<file path="config.mk">
export PLATFORM = sky130hd
export DESIGN_NAME = axi_lite_w_join
export DESIGN_NICKNAME = d
export VERILOG_FILES = /design/src/rtl/axi_lite_w_join.sv
export SDC_FILE = /design/constraint.sdc
export NUM_CORES = 1
export LEC_CHECK = 0
export ABC_CLOCK_PERIOD_IN_PS = 1500
export BUFFER_PORTS_ARGS = -buffer_cell sky130_fd_sc_hd__clkbuf_2
export CORE_MARGIN = 10
export CORE_UTILIZATION = 44
export DETAILED_ROUTE_END_ITERATION = 8
export PLACE_DENSITY_LB_ADDON = 0.12
export SETUP_SLACK_MARGIN = 0.1
export SLEW_MARGIN = 20
export SYNTH_ARGS = -nofsm -noshare
export SYNTH_HDL_FRONTEND = slang
export SYNTH_SLANG_ARGS = --single-unit
</file>
<file path="constraint.sdc">
create_clock -name clka -period 1.5 [get_ports clka]
set_clock_uncertainty 0.15 [all_clocks]
set_input_delay 0.225 -clock clka [delete_from_list [all_inputs] [get_ports clka]]
set_output_delay 0.225 -clock clka [all_outputs]
set_load 0.01 [all_outputs]
</file>
<file path="src/rtl/axi_lite_w_join.sv">
// axi_lite_w_join
//   Feeds the write clock-domain crossing. The block runs entirely in the clka domain.
//   It accepts an AXI4-Lite slave write on the AW, W and B channels. It joins the
//   address and the data into one beat and presents that beat on a valid/ready
//   master port. The B response is returned only after the crossing has taken the
//   beat, so at most one write is outstanding.
//
//   Optional feature: define AXI_W_STRB_EN to enable the strobe check. When it is
//   enabled, a W beat whose strobes are not all ones (this includes all zeros) is
//   never forwarded. The write is answered with SLVERR instead. In the default
//   build the strobes are ignored and every write is forwarded as a full word.
//
// Parameters
//   aw : word address width on the master port. The slave byte address is aw+2 bits.
//   w  : data width. It must be a multiple of 8.
//
// Ports
//   clka, rst_n                   clock and asynchronous active-low reset
//   s_aw{valid,ready,addr}        AXI4-Lite write address channel (slave side)
//   s_w{valid,ready,data,strb}    AXI4-Lite write data channel (slave side)
//   s_b{valid,ready,resp}         AXI4-Lite write response channel (slave side)
//   m_w{valid,ready,addr,data}    joined address+data beat to the crossing

module axi_lite_w_join #(
    parameter int aw = 4,
    parameter int w  = 32
) (
    input  logic              clka,
    input  logic              rst_n,
    input  logic              s_awvalid,
    output logic              s_awready,
    input  logic [aw+1:0]     s_awaddr,
    input  logic              s_wvalid,
    output logic              s_wready,
    input  logic [w-1:0]      s_wdata,
    input  logic [w/8-1:0]    s_wstrb,
    output logic              s_bvalid,
    input  logic              s_bready,
    output logic [1:0]        s_bresp,
    output logic              m_wvalid,
    input  logic              m_wready,
    output logic [aw-1:0]     m_waddr,
    output logic [w-1:0]      m_wdata
);

    // The state is derived from the three flags, not stored separately.
    typedef enum logic [1:0] {
        COLLECT = 2'd0,
        ISSUE   = 2'd1,
        RESP    = 2'd2
    } state_t;

    logic   aw_full;
    logic   w_full;
    logic   b_pend;
    logic   w_err;
    state_t state;

    logic   aw_hs;
    logic   w_hs;
    logic   b_hs;
    logic   issue_hs;
    logic   err_take;

    // The byte-offset bits are unused by design. The strobes are also unused when
    // the strobe check is compiled out.
    logic   unused_bits;
    assign unused_bits = ^{s_awaddr[1:0], s_wstrb};

    always_comb begin
        state = COLLECT;
        if (b_pend) begin
            state = RESP;
        end else if (aw_full && w_full) begin
            state = ISSUE;
        end
    end

    // The ready signals depend only on the hold flags. A hold that empties on an
    // edge therefore cannot reload on that same edge.
    assign s_awready = !aw_full;
    assign s_wready  = !w_full;
    assign s_bvalid  = b_pend;
    assign m_wvalid  = (state == ISSUE) && !w_err;

    assign aw_hs    = s_awvalid && s_awready;
    assign w_hs     = s_wvalid && s_wready;
    assign b_hs     = s_bvalid && s_bready;
    assign issue_hs = m_wvalid && m_wready;
    // A flagged pair is retired locally one cycle after both holds fill.
    // It is never shown to the crossing.
    assign err_take = (state == ISSUE) && w_err;

`ifdef AXI_W_STRB_EN
    always_ff @(posedge clka or negedge rst_n) begin
        if (!rst_n) begin
            w_err <= 1'b0;
        end else if (w_hs) begin
            w_err <= (s_wstrb != {(w/8){1'b1}});
        end
    end
`else
    assign w_err = 1'b0;
`endif

    always_ff @(posedge clka or negedge rst_n) begin
        if (!rst_n) begin
            aw_full <= 1'b0;
            w_full  <= 1'b0;
            b_pend  <= 1'b0;
            s_bresp <= 2'b00;
            m_waddr <= '0;
            m_wdata <= '0;
        end else begin
            if (issue_hs || err_take) begin
                aw_full <= 1'b0;
                w_full  <= 1'b0;
                b_pend  <= 1'b1;
                s_bresp <= err_take ? 2'b10 : 2'b00;
            end else if (b_hs) begin
                b_pend  <= 1'b0;
            end
            // Acceptance only happens into an empty hold. It can never coincide
            // with the release above.
            if (aw_hs) begin
                aw_full <= 1'b1;
                m_waddr <= s_awaddr[aw+1:2];
            end
            if (w_hs) begin
                w_full  <= 1'b1;
                m_wdata <= s_wdata;
            end
        end
    end

endmodule

</file>
# Yosys cells after proc, flatten, opt, wreduce, memory -nomap -nowiden
# Index checks and enable logic that the tools add are counted.
word_totals:
  latchBits: 0
  rom_bits: 0
  wordCells: 23
  output_inout_bits: 42
  mem_bits_rw: 0
  mem_count: 0
  reg_bits: 39
op_classes:
  reduce_logical: 10
  n_eq_ne: 1
  order_cmp: 0
  n_mul: 0
  n_div: 0
  n_mux: 7
  n_addsub: 0
  n_bitwise: 0
  shifts: 0
ops:
  columns: ["operator", "count"]
  rows:
  - ["$mux W1", 6]
  - ["$reduce_bool A2 Y1", 3]
  - ["$logic_and A1 B1 Y1", 5]
  - ["$eq A2 B1 Y1 const B", 1]
  - ["$logic_not A1 Y1", 2]
  - ["$mux W2", 1]

# Longest topological paths before layout
# Gate-level depths: netlist (run 1).
depth:
  ltp_word: 7
  depth_mapped: 4
  depth_no_buf: 2

# Worst setup path before layout (run 1)
# Ideal clock, no wire load.
synth_path:
  path_kind: "register to register"
  startpoint: "register w_full"
  endpoint: "register m_wdata[0]"
  path_buffers: 2
  path_slack_ns: 0.133
  path_stages_with_launch: 5
  synth_period_minus_slack_ns: 1.367
  setup_time_ns: 0.125
  required_ns: 1.225
  arrival_ns: 1.092
  path_cell_list: "dfrtp_1 -> nor2b_1 -> buf_6 -> buf_12 -> mux2_4"
synth_between:
  elab_chain_cells: 2
synth_lines:
  columns: ["item", "line_no", "source"]
  rows:
  - ["start, declared", "54", "logic w_full;"]
  - ["start signal, assigned", "109", "w_full <= 1'b0;"]
  - ["start signal, assigned", "117", "w_full <= 1'b0;"]
  - ["start signal, assigned", "130", "w_full <= 1'b1;"]
  - ["$logic_not A1 Y1", "82", "assign s_wready = !w_full;"]
  - ["$logic_and A1 B1 Y1", "87", "assign w_hs = s_wvalid && s_wready;"]
  - ["end signal, assigned", "131", "m_wdata <= s_wdata;"]
  - ["end, declared", "43", "output logic [w-1:0] m_wdata"]
# No other way between the ends.
# A chain may end at the register's enable or synchronous reset.

# Worst setup path after layout (run 1)
layout_path:
  startpoint: "register w_full"
  endpoint: "register m_wdata[22]"
# The elaborated chain is that of the path after synthesis.

==> results.cfg, run 1 <==
[drt]
drt_pass1_iterations = 4
drc_errors = 0
wl_mm = 3.71
vias = 1044
first_iter_violations = 41
detail_route.wl_per_cell_um = 15.9
postRouteAntennaNets = 0
avgViaCountPerCell = 4.48

[place]
dpl_cell_area_um2 = 2070
place.port_buffers = 81
post-dp-hpwl_mm = 2.97
gp_congestion = 0.739

[yosys]
synth_seq_area_share = 0.595
avgSynthCellArea_um2 = 17.8
synthCells = 92
synthSimpleGateAreaFrac = 0.0160
synth-compound-area-share = 0.0122
synth-xor-area-share = 0
synth.area.mux_share = 0.316
ys_warn_count = 0
synth_top_family_by_area = multiplexers
synthAdderAreaFrac = 0
synth_area_um2 = 1640
synthDistinctLibCells = 13
synth-seq-cells = 39

[grt]
grt-ovfl-total = 0
antenna_found_initial = 0
grt_pass1_wl_mm = 5.78
grt_pass1_vias = 1209
grt_max_degree = 40
grt_usage = 0.116

[clock_network]
cts_tree = done
clkSlewWorstSetupHoldPaths_ns = 0.07
insertion_delay_ns = 0.28
numCtsBuffers = 5
htreeDepth = 2
clock-sinks = 39
clockRootBuffer = clkbuf_8
cts_buffer_depth = 2

[timing]
max_freq_mhz = 711
fin_setup_tns_ns = 0
fin_crit_sh = 0.938
min_period_ns = 1.41
hold_viol = 0
setup_violations = 0
rsz0062_at_grt = yes
drv_slew = 0

[power]
power_mw = 4.65
power_leakage_nw = 1.16
cellPowerDensity_nw_per_um2 = 2100
ir_drop_uv = 916

[finish]
area.growth.synth_to_final_pct = 34.6
nNetsFinal = 232
stdcell_area_um2 = 2210
layout-drive-gt1-share = 0.724
diodes = 0

[worst_setup_path]
critical_path_peak_fanout = 19
critPathRequiredTime_ns = 1.52
crit_path_end_kind = register
cp.arrival_ns = 1.42
start_kind = register
crit_type = reg -> reg

[floorplanning]
die-width_um = 81.1
die_y_um = 81.1
initial_core_util = 0.452
die_area_um2 = 6570
num_io_pins = 90
rows = 22
core_area_um2 = 3630

[hold_path]
hp-class = in -> reg

[flow_run]
cap_violations = 0

[run_status]
status = finished, final reports clean
-- per-stage QoR --
stage / cells / setup WS, ns / hold WS [ns] / util
5_1_grt: 233 / 0.0339 / 0.00626 / 0.608
3_5_place_dp: 220 / 0.0815 / 0.156 / 0.571
4_1_cts: 233 / 0.0594 / 0.00708 / 0.605
2_1_floorplan: 93 / 0.133 / -0.221 / -
6_report: 233 / 0.0929 / 0.0213 / 0.608
3_3_place_gp: 220 / 0.0952 / 0.143 / 0.571
-- cells in the final DEF, fill, tap and decap left out --
cell,count
clkbuf_8,5
nand4b_1,1
conb_1,2
dlygate4sd3_1,2
clkbuf_2,79
inv_1,1
buf_12,1
nor3_2,1
nor2b_4,1
buf_6,1
mux2_2,6
mux2_4,30
nor2b_1,1
clkbuf_1,2
buf_4,6
inv_2,2
o21a_1,2
dfrtp_1,39
clkinv_2,1
buf_2,1
o21ai_0,1
-- critical path, cell delays in order, from the launching register on --
cell	delay [ns]
dfrtp_1	0.43
nor2b_4	0.17
buf_12	0.20
mux2_2	0.34
-- logic make-up after synthesis --
group,after synthesis
buf+inv,9
mux,36
simple gates,4
compound gates,3
other cells,1
flops,39
-- Yosys cell counts, drive strengths merged --
library cell | number | area share
dfrtp | 39 | 0.59
mux2 | 36 | 0.32
buf | 6 | 0.053
inv | 3 | 0.0069
nor2b | 2 | 0.0076
o21a | 2 | 0.0091
conb | 1 | 0.0023
nand4b | 1 | 0.0053
nor3 | 1 | 0.0030
o21ai | 1 | 0.0030
-- routing by layer --
layer | vias to the layer above | wire length (um) | global-route usage
li1 | 493 | - | -
met1 | 494 | 1390 | 0.124
met2 | 50 | 1830 | 0.188
met3 | 7 | 429 | 0.0563
met4 | 0 | 64 | 0.0571
met5 | - | 0 | 0
-- worst paths after layout --
check,endpoint,slack (ns),depth (start not counted),start
hold / removal,m_wdata[20],0.02,2,s_wdata[20]
setup reg to reg,m_wdata[22],0.09,3,w_full
hold reg to reg,m_wdata[15],0.36,1,m_wdata[15]
max in group asynchronous,m_wdata[4],0.50,3,rst_n
setup / recovery,m_wdata[22],0.09,3,w_full
min in group asynchronous,m_wdata[20],0.38,3,rst_n
-- flip-flops by register name (all words and copies together) (netlist names) --
register  cells
s_bvalid      1
aw_full       1
w_full        1
m_wdata      32
m_waddr       4
-- final cells by class --
class                           instances  area (um2)
Fill cell                             319        1420
Tap cell                               48        60.1
Sequential cell                        39         976
Timing Repair Buffer                   90         497
Multi-Input combinational cell         45         584
Clock inverter                          1        5.00
Inverter                                3        11.3
Clock buffer                            7        76.3
-- report_power, final --
part           leakage (nW)  switching [mW]  internal (mW)  total (mW)
Combinational         0.664           0.865           1.24        2.10
Clock                0.0422           0.318          0.326       0.644
Sequential            0.458           0.316           1.59        1.90
-- what timing repair did --
item                       4_1_cts  5_1_grt
resized for setup                0        6
hold buffers                     2        0
hold endpoints to repair        40        0
pin swaps                        1        0
buffers inserted                 3        0
setup endpoints to repair       12       28
Power figures use the tool's default switching activity.
==> run 2, diff against run 1 <==
--- a/config.mk
+++ b/config.mk
@@ -5,10 +5,11 @@
 export SDC_FILE = /design/constraint.sdc
 export NUM_CORES = 1
 export LEC_CHECK = 0
+export ABC_AREA = 1
 export ABC_CLOCK_PERIOD_IN_PS = 1500
 export BUFFER_PORTS_ARGS = -buffer_cell sky130_fd_sc_hd__clkbuf_2
 export CORE_MARGIN = 10
-export CORE_UTILIZATION = 44
+export CORE_UTILIZATION = 43
 export DETAILED_ROUTE_END_ITERATION = 8
 export PLACE_DENSITY_LB_ADDON = 0.12
 export SETUP_SLACK_MARGIN = 0.1
==> results.cfg, run 2 <==
[run_status]
status = finished, final reports clean

[timing]
fin_crit_sh = 0.917
max_freq_mhz = 727
setup_slack_ns = 0.124
whs_ns = 0.0135
fin_setup_tns_ns = 0
hold_viol = 0
min_period_ns = 1.38
drv_slew = 0
rsz0062_at_grt = yes
setup_violations = 0

[hold_path]
hp-class = in -> reg

[grt]
grt_usage = 0.126
grt_pass1_wl_mm = 6.60
grt_pass1_vias = 1479
grt-ovfl-total = 0
antenna_found_initial = 0
grt_max_degree = 40

[yosys]
synthTopCellsByCount = nand2_1 (76), dfrtp_1 (39), nand3_1 (36)
synth_seq_area_share = 0.611
yosys_most_used_dff = dfrtp_1
avgSynthCellArea_um2 = 9.23
synth_area_um2 = 1600
synth-seq-cells = 39
synth_area_leaders = dfrtp_1 (61%), nand2_1 (18%), nand3_1 (11%)
yosysTopAreaCell = dfrtp_1
async_reset_ff_frac = 1.00
yosys.area.top_type_share = 0.611
synthCells = 173
synth.most_common_cell = nand2_1
synthDistinctLibCells = 14
ys_warn_count = 0
synth_edf_count = 0

[flow_run]
cap_violations = 0

[clock_network]
htreeDepth = 2
cts_tree = done
clockRootBuffer = clkbuf_8
clkSlewWorstSetupHoldPaths_ns = 0.07
clock-sinks = 39
insertion_delay_ns = 0.28
numCtsBuffers = 5
cts_buffer_depth = 2

[drt]
detail_route.wl_per_cell_um = 13.3
wl_mm = 4.17
first_iter_violations = 59
postRouteAntennaNets = 0
vias = 1445
drt_pass1_iterations = 4
drc_errors = 0
avgViaCountPerCell = 4.62

[worst_setup_path]
cp.arrival_ns = 1.00
start_kind = register
reg2reg_from = w_full
crit_path_end_kind = output pin
endpoint = m_wvalid
r2r_slack_ns = 0.24
critPathRequiredTime_ns = 1.12
cpPeakStageDelay_ns = 0.41
crit_type = reg -> out
startpoint = s_bvalid
slowest_stage = dfrtp_1
critical_path_peak_fanout = 3
crit_chain = nor3_2 -> clkbuf_2
r2r-end = m_wdata[1]
reg2reg_depth = 5

[place]
post-dp-hpwl_mm = 3.09
gp_congestion = 0.716
place.port_buffers = 81
pre_cts_slack_ns = 0.269
dpl_cell_area_um2 = 2030

[floorplanning]
die_area_um2 = 6550
die_y_um = 80.9
num_io_pins = 90
die-width_um = 80.9
core_area_um2 = 3630
initial_core_util = 0.439
rows = 22

[power]
power_leakage_nw = 1.30
p_int_mw = 2.70
switching_share = 0.384
seq_power_share = 0.415
p_sw_mw = 1.69
ir_drop_uv = 1170
power_mw = 4.39
pwr-share-comb = 0.444
clock_power_share = 0.141
cellPowerDensity_nw_per_um2 = 1990

[finish]
diodes = 0
fill_cells = 360
mostFrequentLayoutCell = clkbuf_2
largest_reg_flops = 32
area.growth.synth_to_final_pct = 37.9
largest_register = m_wdata
layout-drive-gt1-share = 0.396
final_cell_mix = clkbuf_2 (81), nand2_1 (76), dfrtp_1 (39), nand3_1 (36), buf_4 (12)
reg_top3 = m_wdata x32, m_waddr x4
stdcell_area_um2 = 2200
nNetsFinal = 314
[run 2: changes by cell type after synthesis, moves of 2 or more]
cell / change
buf_6: +2
nand2_1: +76
o21a_1: -2
nor2b_1: -2
buf_2: +4
nand3_1: +36
buf_12: -3
mux2_2: -6
buf_4: +3
mux2_4: -30
[run 2: kinds of logic (layout without fill, tap and decap cells)]
group / after synthesis / in the layout / share of synthesized area
other: 1 / 2 / 0.00235
DFF: 39 / 39 / 0.611
and+or+nand+nor: 116 / 116 / 0.315
buffers and inverters: 16 / 107 / 0.0682
AOI/OAI and AO/OA: 1 / 1 / 0.00313
[run 2: what timing repair did]
item,4_1_cts,5_1_grt
buffers inserted,6,2
endpoints found under the setup margin,2,2
gates resized for setup,2,0
pin swaps,1,0
hold buffers,2,0
hold endpoints to repair,40,0
[run 2: final cells by class]
type,count,area (um2),share of cell area
repair buffers,97,556,0.252
multi-input cells,119,520,0.236
clock buffers,6,72.6,0.0330
flip-flops and latches,39,976,0.443
well taps,48,60.1,0.0273
inverters,4,17.5,0.00795
[run 2: how the worst min path moves through the flow]
stage,start,endpoint,slack (ns),cells past startpoint
6_report,s_wdata[12],m_wdata[12],0.01,3
4_1_cts,s_wdata[12],m_wdata[12],0.01,3
2_1_floorplan,rst_n,aw_full,-0.22,0
3_5_place_dp,rst_n,m_waddr[1],0.06,2
3_3_place_gp,rst_n,m_waddr[1],0.07,2
5_1_grt,s_wdata[5],m_wdata[5],0.01,3
[run 2: worst max-delay path: cells and delay by family (launching register included)]
family | cells | cell delay [ns]
buffers and inverters | 1 | 0.15
AND/OR/NAND/NOR | 1 | 0.17
flip-flops | 1 | 0.41
[run 2: routing by layer]
layer  vias up  part of all wire  global-route usage
met4         0             0.012              0.0519
met3         5             0.094              0.0541
met1       664              0.42               0.154
met5         -                 0                   0
met2        48              0.47               0.193
li1        728                 -                   -
[run 2: through the flow]
stage                util  std cells
finish              0.606        313
global route        0.606        313
CTS                 0.602        311
detailed placement  0.559        297
global placement    0.559        297
floorplan               -        174
[run 2: power groups by stage]
| stage | sequential (mW) | combinational [mW] | clock, mW |
|---|---|---|---|
| after global routing | 1.89 | 2.18 | 0.694 |
| after detailed placement | 1.84 | 1.79 | 0 |
| final | 1.82 | 1.95 | 0.619 |
| after CTS | 1.82 | 1.97 | 0.645 |
| after floorplan | 2.05 | 0.785 | 0 |
| after global placement | 1.82 | 1.76 | 0 |
